==> src/rtl/imem_boot_pkg.sv <==
// Shared types and defaults for the instruction-memory boot sequencer.
package imem_boot_pkg;

    typedef enum logic [2:0] {
        IDLE,
        LOAD,
        FLUSH,
        RUN,
        HALT,
        DONE
    } boot_state_t;

    localparam int DEF_WIDTH    = 32;
    localparam int DEF_ADDR_W   = 11;
    localparam int DEF_DEPTH    = 2048;
    localparam int DEF_RST_HOLD = 4;

endpackage

==> src/rtl/boot_cycle_counter.sv <==
// Saturating up-counter with synchronous clear and a compare-to-limit flag.
module boot_cycle_counter #(
    parameter int W = 32
) (
    input  logic         clk,
    input  logic         rst_n,
    input  logic         i_clr,
    input  logic         i_en,
    input  logic [W-1:0] i_lim,
    output logic [W-1:0] o_cnt,
    output logic         o_hit
);

    logic [W-1:0] r_cnt;

    always_ff @(posedge clk or negedge rst_n) begin
        if (!rst_n) begin
            r_cnt <= '0;
        end else if (i_clr) begin
            r_cnt <= '0;
        end else if (i_en && (r_cnt != '1)) begin
            r_cnt <= r_cnt + W'(1);
        end
    end

    assign o_cnt = r_cnt;
    assign o_hit = (r_cnt == i_lim);

endmodule

==> src/rtl/imem_boot_ctrl.sv <==
// Boot sequencer: streams a program into the instruction SRAM, then
// releases the core and gates its run enable.
module imem_boot_ctrl
    import imem_boot_pkg::*;
#(
    parameter int WIDTH    = DEF_WIDTH,
    parameter int ADDR_W   = DEF_ADDR_W,
    parameter int DEPTH    = DEF_DEPTH,
    parameter int RST_HOLD = DEF_RST_HOLD
) (
    input  logic              clk,
    input  logic              rst,
    input  logic              start,
    input  logic              load_valid,
    input  logic [WIDTH-1:0]  load_data,
    input  logic              load_last,
    output logic              load_ready,
    input  logic [31:0]       run_limit,
    input  logic              halt_req,
    input  logic              resume,
    output logic              mem_sel,
    output logic [ADDR_W-1:0] mem_a,
    output logic [WIDTH-1:0]  mem_d,
    output logic              mem_wen_n,
    output logic              core_rst,
    output logic              core_enable,
    output logic [31:0]       cycle_cnt,
    output logic [ADDR_W:0]   words_loaded,
    output logic              err_full,
    output logic              done
);

    localparam logic [ADDR_W-1:0] LAST_A  = ADDR_W'(DEPTH - 1);
    localparam logic [3:0]        HOLD_M1 = 4'(RST_HOLD - 1);

    boot_state_t r_state;
    boot_state_t w_next;

    logic [ADDR_W-1:0] r_addr;
    logic [31:0]       r_limit;
    logic              w_go;
    logic              w_acc;
    logic              w_final;
    logic              w_run_hit;
    logic              w_hold_hit;
    logic [3:0]        w_unused_hold_cnt;

    assign load_ready = (r_state == LOAD);
    assign w_acc      = load_valid && load_ready;
    assign w_final    = w_acc && (load_last || (r_addr == LAST_A));
    assign w_go       = start && (r_state inside {IDLE, HALT, DONE});

    boot_cycle_counter #(.W(32)) u_run_cnt (
        .clk   (clk),
        .rst_n (rst),
        .i_clr (w_go),
        .i_en  (r_state == RUN),
        .i_lim (r_limit - 32'd1),
        .o_cnt (cycle_cnt),
        .o_hit (w_run_hit)
    );

    // Hold counter restarts on every FLUSH entry; first FLUSH cycle is 0.
    boot_cycle_counter #(.W(4)) u_hold_cnt (
        .clk   (clk),
        .rst_n (rst),
        .i_clr (r_state != FLUSH),
        .i_en  (r_state == FLUSH),
        .i_lim (HOLD_M1),
        .o_cnt (w_unused_hold_cnt),
        .o_hit (w_hold_hit)
    );

    always_comb begin
        w_next = r_state;
        unique case (r_state)
            IDLE:  if (start) w_next = LOAD;
            LOAD:  if (w_final) w_next = FLUSH;
            FLUSH: if (w_hold_hit) w_next = RUN;
            RUN: begin
                if ((r_limit != 32'd0) && w_run_hit) w_next = DONE;
                else if (halt_req) w_next = HALT;
            end
            HALT: begin
                if (start) w_next = LOAD;
                else if (resume && !halt_req) w_next = RUN;
            end
            DONE:  if (start) w_next = LOAD;
            default: w_next = IDLE;
        endcase
    end

    always_ff @(posedge clk or negedge rst) begin
        if (!rst) begin
            r_state      <= IDLE;
            r_addr       <= '0;
            r_limit      <= '0;
            mem_sel      <= 1'b1;
            mem_a        <= '0;
            mem_d        <= '0;
            mem_wen_n    <= 1'b1;
            core_rst     <= 1'b0;
            core_enable  <= 1'b0;
            words_loaded <= '0;
            err_full     <= 1'b0;
            done         <= 1'b0;
        end else begin
            r_state     <= w_next;
            mem_sel     <= !(w_next inside {RUN, HALT, DONE});
            core_rst    <= (w_next inside {RUN, HALT, DONE});
            core_enable <= (w_next == RUN);
            done        <= (r_state == RUN) && (w_next == DONE);
            mem_wen_n   <= !w_acc;
            if (w_go) begin
                r_addr       <= '0;
                words_loaded <= '0;
                err_full     <= 1'b0;
                r_limit      <= run_limit;
            end
            if (w_acc) begin
                mem_a        <= r_addr;
                mem_d        <= load_data;
                words_loaded <= {1'b0, r_addr} + (ADDR_W + 1)'(1);
                if (!w_final) r_addr <= r_addr + ADDR_W'(1);
                if (!load_last && (r_addr == LAST_A)) err_full <= 1'b1;
            end
        end
    end

endmodule
==> config.mk <==
export PLATFORM = sky130hd
export DESIGN_NAME = imem_boot_ctrl
export DESIGN_NICKNAME = d
export VERILOG_FILES = /design/src/rtl/imem_boot_pkg.sv /design/src/rtl/boot_cycle_counter.sv /design/src/rtl/imem_boot_ctrl.sv
export SDC_FILE = /design/constraint.sdc
export NUM_CORES = 1
export LEC_CHECK = 0
export CORE_ASPECT_RATIO = 0.6
export CORE_MARGIN = 3
export CORE_UTILIZATION = 25
export DETAILED_ROUTE_END_ITERATION = 10
export PLACE_DENSITY = 0.49
export SETUP_SLACK_MARGIN = 0.2
export SKIP_CTS_REPAIR_TIMING = 1
export SLEW_MARGIN = 20
export SYNTH_ARGS = -nofsm -noshare
export SYNTH_HDL_FRONTEND = slang
export SYNTH_SLANG_ARGS = --single-unit
==> constraint.sdc <==
create_clock -name clk -period 3.52 [get_ports clk]
set_clock_uncertainty 0.2 [all_clocks]
set_input_delay 0.352 -clock clk [delete_from_list [all_inputs] [get_ports clk]]
set_output_delay 0.352 -clock clk [all_outputs]
set_load 0.01 [all_outputs]
==> metrics.yaml <==
outcome: "completed"
cts_max_level: 4
cts_tree: "yes"
die_y_um: 138.4
tns_ns: 0
fin_nets: 999
syn_inst: 756
synth_area_leaders: "dfrtp_1, mux2_2, nand2_1"
vias: 6181
drt_iter0_drc: 422
ys_types: 62
critPathMaxFanout: 7
cts_buffer_depth: 2
fill_cells: 2827
ios: 165
routabilityCongestion: 0.8745
grt_max_degree: 62
crit_path_start_kind: "register"
setup_violations: 0
fp-row-count: 47
ff2ff_path_depth: 8
crit_path_start: "r_limit[21]"
ys_seq_area_share_pct: 49.04
routed_wl_um: 23770
r2r_start: "r_limit[21]"
cp_data_arrival_time_ns: 3.26
relSlewSlack_pct: 49.10
crit_end: "core_enable"
clock.fmax_mhz: 317.0
finalCritPeriodShare_pct: 89.63
core-area_um2: 28170
ir_drop_mv: 0.3340
multiInputGateArea_um2: 3545
ys_ff_latch: 143
yosysWarnings: 0
die_w_um: 226.6
synth.cell_area_um2: 7302
reg2reg_slack_ns: 0.36
numCtsBuffers: 17
crit_required_ns: 3.62
grt-ovfl-total: 0
n_antenna_cell: 0
ant_nets: 0
timing.final.max_slew_violations: 0
synth_nets: 831
period_minus_slack_ns: 3.155
maxCapViolations: 0
drt-pass1-iter-count: 5
regArea_um2: 3582
port_buffers: 164
place_hpwl_um: 17720
cts_sinks: 143
area_growth_pct: 37.94
holdCritPathClass: "in2reg"
ys.flop_type: "dfrtp_1"
fp.dieArea_um2: 31360
grt.total_usage_pct: 15.57
synth-edff-count: 0
synth_top_area_share_pct: 48.32
reg2reg_to: "core_enable"
vias_per_cell: 4.740
p_leak_nw: 4.161
grt_pass1_vias: 6092
grt_pass1_wl_um: 37290
async_flop_share_pct: 100.0
start_util_pct: 25.92
min_path_cells: 3
drive_above_1_share_pct: 12.17
syn_area_per_cell_um2: 9.659
grt_setup_unrepaired: "false"
wl_per_cell_um: 18.23
power.density_nw_per_um2: 714.0
antenna_found_initial: 0
clkTransAtPathRegs_ns: 0.07
end_kind: "register"
tightest_slew_ns: 0.7635
clock_latency_ns: 0.44
cts_root_buffer: "clkbuf_16"
finalHoldViolations: 0
dp_slack_ns: 0.3667
path_class: "reg2reg"
setup_ws_ns: 0.3650
synth_top_area_cell: "dfrtp_1"
drc: 0
==> cell usage after synthesis, types with 5 or more instances <==
library cell,count
and4_1,9
mux2_2,43
clkbuf_1,26
xor2_1,27
a21oi_1,14
xnor2_1,49
or3_1,13
nand3_1,45
nor3_1,14
nor4_1,13
nor2_1,64
nand4_1,10
inv_1,14
o21ai_0,44
nand2_1,128
nor2b_1,5
and3_1,15
dfrtp_1,141
==> worst max-delay path, cell delays in order (launching register included) <==
cell      delay [ns]
dfrtp_1         0.47
or4_1           0.64
or3_1           0.40
nor3_1          0.26
xnor2_1         0.12
a311oi_2        0.34
nor3b_4         0.29
a41o_1          0.22
o21ai_1         0.07
==> cell type report <==
type	count	area share [%]
Clock buffer	19	4.298
Timing Repair Buffer	183	18.00
Sequential cell	143	35.57
Clock inverter	13	1.863
Tap cell	367	4.559
Inverter	14	0.5217
Multi-Input combinational cell	565	35.19
==> worst min-delay path by stage <==
stage                   from                   to  slack [ns]
2_1_floorplan            rst          core_enable       -0.14
3_3_place_gp             rst  u_run_cnt.o_cnt[14]        0.19
3_5_place_dp             rst  u_run_cnt.o_cnt[14]        0.19
4_1_cts                  rst  u_run_cnt.o_cnt[20]       -0.29
5_1_grt        run_limit[26]          r_limit[26]        0.25
6_report        run_limit[5]           r_limit[5]        0.25
==> placed cells by master (no fill, tap or decap), types with 3 or more instances in the layout <==
master / n
clkdlybuf4s50_1: 163
dfrtp_1: 140
nand2_1: 127
nor2_1: 64
xnor2_1: 49
nand3_1: 45
o21ai_0: 44
mux2_2: 43
xor2_1: 27
clkbuf_16: 17
buf_4: 16
and3_1: 15
inv_1: 14
a21oi_1: 14
or3_1: 13
nor3_1: 13
nor4_1: 12
nand4_1: 10
and4_1: 9
nor2b_1: 5
nor4_2: 4
or4_1: 4
nor3b_1: 4
a31oi_1: 4
o31ai_1: 4
ha_1: 4
bufinv_16: 4
and2_1: 3
mux2i_1: 3
o21ai_1: 3
inv_6: 3
clkinvlp_4: 3
==> per-layer routing <==
metal / up-vias / global-route usage, % / part of all wire (%) / routed length (µm)
met5: - / 0 / 0 / 0
met2: 193 / 19.26 / 38 / 8933
met1: 3005 / 24.92 / 54 / 12770
met3: 10 / 5.763 / 8.0 / 1893
met4: 0 / 3.219 / 0.72 / 171
li1: 2973 / - / - / -
==> registers in the layout, indices dropped and copies added, names as in the netlist, 3 cells and up <==
signal            flops
r_state               3
r_limit              32
mem_d                32
r_addr               11
mem_a                11
u_run_cnt.o_cnt      32
u_hold_cnt.o_cnt      4
words_loaded         12
==> kinds of logic (layout without fill, tap and decap cells) <==
group	Yosys count	count (layout)	share of synthesized area, %
AO/OA/AOI/OAI	94	94	8.002
XOR/XNOR	76	76	9.116
adder cells (fa/ha/maj)	4	4	0.6854
buffers and inverters	48	229	2.707
flip-flops	143	143	49.04
multiplexers	46	46	7.042
AND/OR/NAND/NOR	345	345	23.41
==> power by group <==
part           internal [W]  switching (W)
clock               0.00119       0.000774
sequential          0.00209       0.000488
combinational       0.00128        0.00137
==> per-stage QoR <==
step	utilization (%)	instance area (µm²)	hold WS (ns)	power, W	std cells
after floorplan	-	7302	-0.1436	0.004017	756
after global placement	33.45	9423	0.1907	0.005227	1271
after detailed placement	33.45	9423	0.1890	0.005217	1271
after CTS	35.66	10040	-0.2919	0.007250	1303
after global routing	35.76	10070	0.2463	0.007645	1304
final	35.76	10070	0.2491	0.007191	1304
No activity file was read; power rests on OpenSTA's default activity.
